[config.mk]
export PLATFORM = sky130hd
export DESIGN_NAME = key_event
export DESIGN_NICKNAME = d
export VERILOG_FILES = /design/src/rtl/key_event_pkg.sv /design/src/rtl/key_event_fifo.sv /design/src/rtl/key_event.sv
export SDC_FILE = /design/constraint.sdc
export NUM_CORES = 1
export LEC_CHECK = 0
export BUFFER_PORTS_ARGS = -buffer_cell sky130_fd_sc_hd__buf_2
export CAP_MARGIN = 20
export CORE_ASPECT_RATIO = 1.25
export CORE_UTILIZATION = 40
export DETAILED_ROUTE_END_ITERATION = 10
export SLEW_MARGIN = 20
export SYNTH_ARGS = -nofsm -noshare
export SYNTH_HDL_FRONTEND = slang
export SYNTH_SLANG_ARGS = --single-unit
[constraint.sdc]
create_clock -name clk -period 5 [get_ports clk]
set_clock_uncertainty 0.1 [all_clocks]
set_input_delay 1.5 -clock clk [delete_from_list [all_inputs] [get_ports clk]]
set_output_delay 1.5 -clock clk [all_outputs]
set_load 0.005 [all_outputs]
[src/rtl/key_event_pkg.sv]
// Shared types and constants for the key_event debouncer/event queue.
package key_pkg;

   typedef logic [3:0] key_t;

   typedef enum logic [1:0] {
      UNARMED  = 2'd0,
      STABLE   = 2'd1,
      SETTLING = 2'd2
   } state_t;

   localparam int unsigned STABLE_CYCLES_DEF = 200000;
   localparam int          CNT_W             = 20;

endpackage

[src/rtl/key_event_fifo.sv]
// Event queue for key_event: a ring of DEPTH entries, or a single holding
// register when DEPTH is 1. A pop frees room for a push in the same cycle.
module key_event_fifo
   import key_pkg::*;
#(
   parameter int DEPTH = 4
) (
   input  logic       clk,
   input  logic       rst_n,
   input  logic       push,
   input  key_t       push_code,
   input  logic       pop,
   output logic       full,
   output logic       empty,
   output logic [4:0] count,
   output key_t       head
);

   logic [4:0] count_r;
   logic       do_push;
   logic       do_pop;

   assign empty   = (count_r == 5'd0);
   assign full    = (count_r == 5'(DEPTH));
   assign do_pop  = pop && !empty;
   assign do_push = push && (!full || do_pop);
   assign count   = count_r;

   always_ff @(posedge clk) begin
      if (!rst_n) begin
         count_r <= 5'd0;
      end else begin
         case ({do_push, do_pop})
            2'b10:   count_r <= count_r + 5'd1;
            2'b01:   count_r <= count_r - 5'd1;
            default: count_r <= count_r;
         endcase
      end
   end

   generate
      if (DEPTH == 1) begin : g_single
         key_t hold_r;

         always_ff @(posedge clk) begin
            if (!rst_n) begin
               hold_r <= 4'h0;
            end else if (do_push) begin
               hold_r <= push_code;
            end else begin
               hold_r <= hold_r;
            end
         end

         assign head = empty ? 4'h0 : hold_r;
      end else begin : g_ring
         localparam int PW = $clog2(DEPTH);
         key_t          mem_r [DEPTH];
         logic [PW-1:0] rd_r;
         logic [PW-1:0] wr_r;

         // Power-of-two depth lets the pointers wrap by plain overflow.
         always_ff @(posedge clk) begin
            if (!rst_n) begin
               rd_r <= '0;
               wr_r <= '0;
               for (int i = 0; i < DEPTH; i++) begin
                  mem_r[i] <= 4'h0;
               end
            end else begin
               if (do_push) begin
                  mem_r[wr_r] <= push_code;
                  wr_r        <= wr_r + PW'(1);
               end
               if (do_pop) begin
                  rd_r <= rd_r + PW'(1);
               end
            end
         end

         assign head = empty ? 4'h0 : mem_r[rd_r];
      end
   endgenerate

endmodule

[src/rtl/key_event.sv]
// Keypad debouncer: emits one queued event per accepted key-code change.
// Define KEY_EVENT_FIFO_EN for a FIFO_DEPTH-entry queue; otherwise depth 1.
module key_event
   import key_pkg::*;
#(
   parameter int unsigned STABLE_CYCLES = STABLE_CYCLES_DEF,
   parameter int          FIFO_DEPTH    = 4
) (
   input  logic       clk,
   input  logic       rst_n,
   input  logic [3:0] key_code,
   output logic       ev_valid,
   output logic [3:0] ev_code,
   input  logic       ev_ready,
   output logic       overflow,
   output logic [4:0] ev_count
);

`ifdef KEY_EVENT_FIFO_EN
   localparam int QDEPTH = FIFO_DEPTH;
`else
   // FIFO_DEPTH has no effect in the single-register build.
   localparam int QDEPTH = FIFO_DEPTH - FIFO_DEPTH + 1;
`endif

   localparam logic [CNT_W-1:0] LAST = CNT_W'(STABLE_CYCLES - 1);

   state_t           state_r;
   state_t           state_n;
   key_t             cand_r;
   key_t             baseline_r;
   key_t             baseline_n;
   logic [CNT_W-1:0] cnt_r;
   logic             overflow_r;
   logic             push;
   logic             pop;
   logic             full;
   logic             empty;

   assign pop      = ev_valid && ev_ready;
   assign ev_valid = !empty;
   assign overflow = overflow_r;

   always_ff @(posedge clk) begin
      if (!rst_n) begin
         cand_r <= 4'h0;
         cnt_r  <= '0;
      end else if (key_code != cand_r) begin
         cand_r <= key_code;
         cnt_r  <= '0;
      end else if (cnt_r != LAST) begin
         cnt_r  <= cnt_r + CNT_W'(1);
      end else begin
         cnt_r  <= cnt_r;
      end
   end

   always_ff @(posedge clk) begin
      if (!rst_n) begin
         state_r    <= UNARMED;
         baseline_r <= 4'h0;
         overflow_r <= 1'b0;
      end else begin
         state_r    <= state_n;
         baseline_r <= baseline_n;
         overflow_r <= overflow_r | (push && full && !pop);
      end
   end

   // The first qualified value after reset only sets the baseline.
   always_comb begin
      state_n    = state_r;
      baseline_n = baseline_r;
      push       = 1'b0;
      case (state_r)
         UNARMED: begin
            if (cnt_r == LAST) begin
               baseline_n = cand_r;
               state_n    = STABLE;
            end else begin
               state_n    = UNARMED;
            end
         end
         STABLE: begin
            if (key_code != baseline_r) begin
               state_n = SETTLING;
            end else begin
               state_n = STABLE;
            end
         end
         SETTLING: begin
            if (cnt_r == LAST) begin
               state_n = STABLE;
               if (cand_r != baseline_r) begin
                  push       = 1'b1;
                  baseline_n = cand_r;
               end else begin
                  push       = 1'b0;
               end
            end else begin
               state_n = SETTLING;
            end
         end
         default: begin
            state_n = UNARMED;
         end
      endcase
   end

   key_event_fifo #(
      .DEPTH(QDEPTH)
   ) u_fifo (
      .clk       (clk),
      .rst_n     (rst_n),
      .push      (push),
      .push_code (cand_r),
      .pop       (pop),
      .full      (full),
      .empty     (empty),
      .count     (ev_count),
      .head      (ev_code)
   );

endmodule

==> results.yml <==
run_status:
  status: "finished clean"
power_and_ir_drop:
  switching_share_pct: 29.84
  power_leakage_nw: 0.8219
  internal_power_mw: 0.4855
  p_per_area_nw_per_um2: 293.8
  p_comb_share_pct: 19.5
  pwr-share-clk_pct: 30.9
  p_sw_mw: 0.2065
  peakVddDrop_mv: 0.1954
  pwr-share-seq_pct: 49.6
die:
  die_x_microns: 67.53
  rows: 29
  die_h_microns: 83.91
  ios: 18
  dieArea_sq_um: 5666
  start_util_pct: 41.97
  core_sq_um: 5116
sta:
  slew_headroom_pct: 40.90
  tightest_slew_ns: 0.8750
  max_freq_ghz: 0.3098
  rsz0062_at_grt: "no"
  finalSetupTns_ns: 0
  fin_crit_ns: 3.228
  timing.final.crit_share_pct: 64.56
  setup_viol: 0
  finalHoldViolCount: 0
  finalMaxSlewViolations: 0
layout:
  num-nets-final: 272
  drive_above_1_share_pct: 13.46
  final_common_cell: "dfxtp_1"
  multi_input_area_sq_um: 1259
  areaGrowthSynthToFinish_pct: 9.674
  layoutNonFillerInstCount: 322
  n_fill_cell: 501
  final_cell_mix: "40 x dfxtp_1, 18 x nor2_1, 17 x buf_2"
  seqCellArea_sq_um: 800.8
  antenna_cells: 0
clock_network:
  clk_pin_slew_ns: 0.08
  cts_tree: "done"
  post_cts_buffers: 0
  cts.sinks: 40
  cts_resized: 0
  cts.path.max_buffers: 2
  htreeDepth: 2
  clk_latency_ns: 0.29
  cts_buffers: 5
  ctsHoldBuffers: 0
  root_buffer: "clkbuf_8"
logic_synthesis:
  synth_seq_cells: 40
  synth_area_leader_cell: "dfxtp_1"
  syn_area_per_cell_sq_um: 8.728
  yosysWarnings: 0
  syn_inst: 246
  yosys.area.top_type_share_pct: 37.30
  ys_async_sr_fraction_pct: 0
  synthTopCellsByArea: "dfxtp_1 37%, xor2_1 4.9%, mux2i_1 4.2%"
  ys.flop_type: "dfxtp_1"
  synth_nets: 259
  synth_enable_flop_cells: 0
  yosysSeqAreaShare_pct: 37.30
  syn_area_sq_um: 2147
  ys_types: 46
place:
  io_buffers: 17
  dp.cells: 314
  hpwl_microns: 3254
  gp_congestion: 0.7583
setup_path:
  path_class: "in -> reg"
  start_kind: "primary input"
  required_ns: 5.08
  arrival_ns: 3.30
  path_max_fanout: 6
  crit_path_end_kind: "flop"
global_route:
  grt_max_degree: 17
  grt_pass1_wl_microns: 7845
  antenna_found_initial: 0
  grt_overflow_total: 0
  grt_use_total_pct: 17.95
  grt_pass1_vias: 1714
route:
  drt_pass1_iterations: 6
  avgRoutedWirePerCell_microns: 14.16
  drt-vias-per-instance: 5.643
  antenna_left: 0
  drc: 0
  wl_microns: 4559
  num_vias: 1817
  drtIter0Drc: 91
worst_hold_path:
  min_path_type: "reg -> reg"
job:
  maxCapViolations: 0
per-stage QoR:
step / setup WS, ns / util [%] / hold slack (ns) / power [mW] / area, sq um
final: 1.772 / 46.03 / 0.3593 / 0.6919 / 2355
after global routing: 1.607 / 46.03 / 0.3815 / 0.7343 / 2355
after CTS: 1.773 / 46.03 / 0.3640 / 0.7026 / 2355
after detailed placement: 1.454 / 44.31 / 0.3465 / 0.4867 / 2267
after global placement: 1.492 / 44.31 / 0.3481 / 0.4852 / 2267
after floorplan: 1.680 / - / 0.3301 / 0.4462 / 2147
final timing paths:
check	cells after the start	from	slack, ns	end
worst min-delay path	2	u_fifo.g_single.hold_r[2]$_SDFFE_PN0P_	0.36	u_fifo.g_single.hold_r[2]$_SDFFE_PN0P_
worst max-delay path	10	ev_ready	1.77	u_fifo.count[3]$_SDFFE_PN0P_
worst min register to register	2	u_fifo.g_single.hold_r[2]$_SDFFE_PN0P_	0.36	u_fifo.g_single.hold_r[2]$_SDFFE_PN0P_
worst max register to register	9	cand_r[1]$_SDFFE_PN0P_	1.97	u_fifo.count[3]$_SDFFE_PN0P_
area by class of cell:
class	count	area share, %
clock buffers	5	2.922
clock inverters	3	0.7970
inverters	10	1.594
multi-input cells	184	53.45
flip-flops and latches	40	34.01
well taps	62	3.294
repair buffers	18	3.932
registers in the layout (all words and copies together) (netlist names):
signal / count
state_r: 2
overflow: 1
baseline_r: 4
u_fifo.g_single.hold_r: 4
u_fifo.count: 5
cand_r: 4
cnt_r: 20
logic make-up (layout without fill, tap and decap cells):
kind of cell,count (synthesis),after routing,share of synthesized area (%)
buffers and inverters,22,36,4.080
AO/OA/AOI/OAI,37,37,11.01
AND/OR/NAND/NOR,110,110,30.94
XOR/XNOR,22,22,8.974
flip-flops,40,40,37.30
adder cells (fa/ha/maj),6,6,3.496
multiplexers,9,9,4.196
power groups by stage:
| stage | logic, mW | registers, mW | clock network (mW) |
|---|---|---|---|
| 6_report | 0.135 | 0.343 | 0.214 |
| 5_1_grt | 0.153 | 0.345 | 0.235 |
| 4_1_cts | 0.137 | 0.343 | 0.223 |
| 3_5_place_dp | 0.136 | 0.351 | 0 |
| 3_3_place_gp | 0.135 | 0.351 | 0 |
| 2_1_floorplan | 0.0983 | 0.348 | 0 |
worst max-delay path, stage by stage:
cell,delay [ns]
buf_2,0.10
nand2b_1,0.07
and3_1,0.23
nor2_1,0.07
nand2_1,0.10
ha_1,0.26
or4b_2,0.60
a21oi_1,0.20
xnor2_1,0.13
nor2_1,0.05
Yosys cell counts, types with 2 or more instances:
| cell | number |
|---|---|
| a211oi_1 | 2 |
| a21oi_1 | 14 |
| and2_1 | 10 |
| and4_1 | 2 |
| buf_2 | 2 |
| clkbuf_1 | 8 |
| clkbuf_2 | 2 |
| dfxtp_1 | 40 |
| ha_1 | 6 |
| inv_1 | 10 |
| mux2i_1 | 9 |
| nand2_1 | 14 |
| nand2b_1 | 3 |
| nand3_1 | 14 |
| nand4_1 | 14 |
| nand4_2 | 2 |
| nand4b_1 | 6 |
| nor2_1 | 18 |
| nor3_1 | 5 |
| nor4_1 | 5 |
| o211ai_1 | 2 |
| o21a_1 | 2 |
| o21ai_0 | 9 |
| or3_1 | 4 |
| or4_1 | 2 |
| xnor2_1 | 10 |
| xor2_1 | 12 |
per-layer routing:
layer | vias up | global-route usage (%) | wire length, microns
met5 | - | 0 | 0
met4 | 0 | 6.383 | 52
met3 | 5 | 3.689 | 159
met2 | 37 | 29.43 | 2228
met1 | 857 | 22.47 | 2119
li1 | 918 | - | -
No activity file was read; power rests on OpenSTA's default activity.
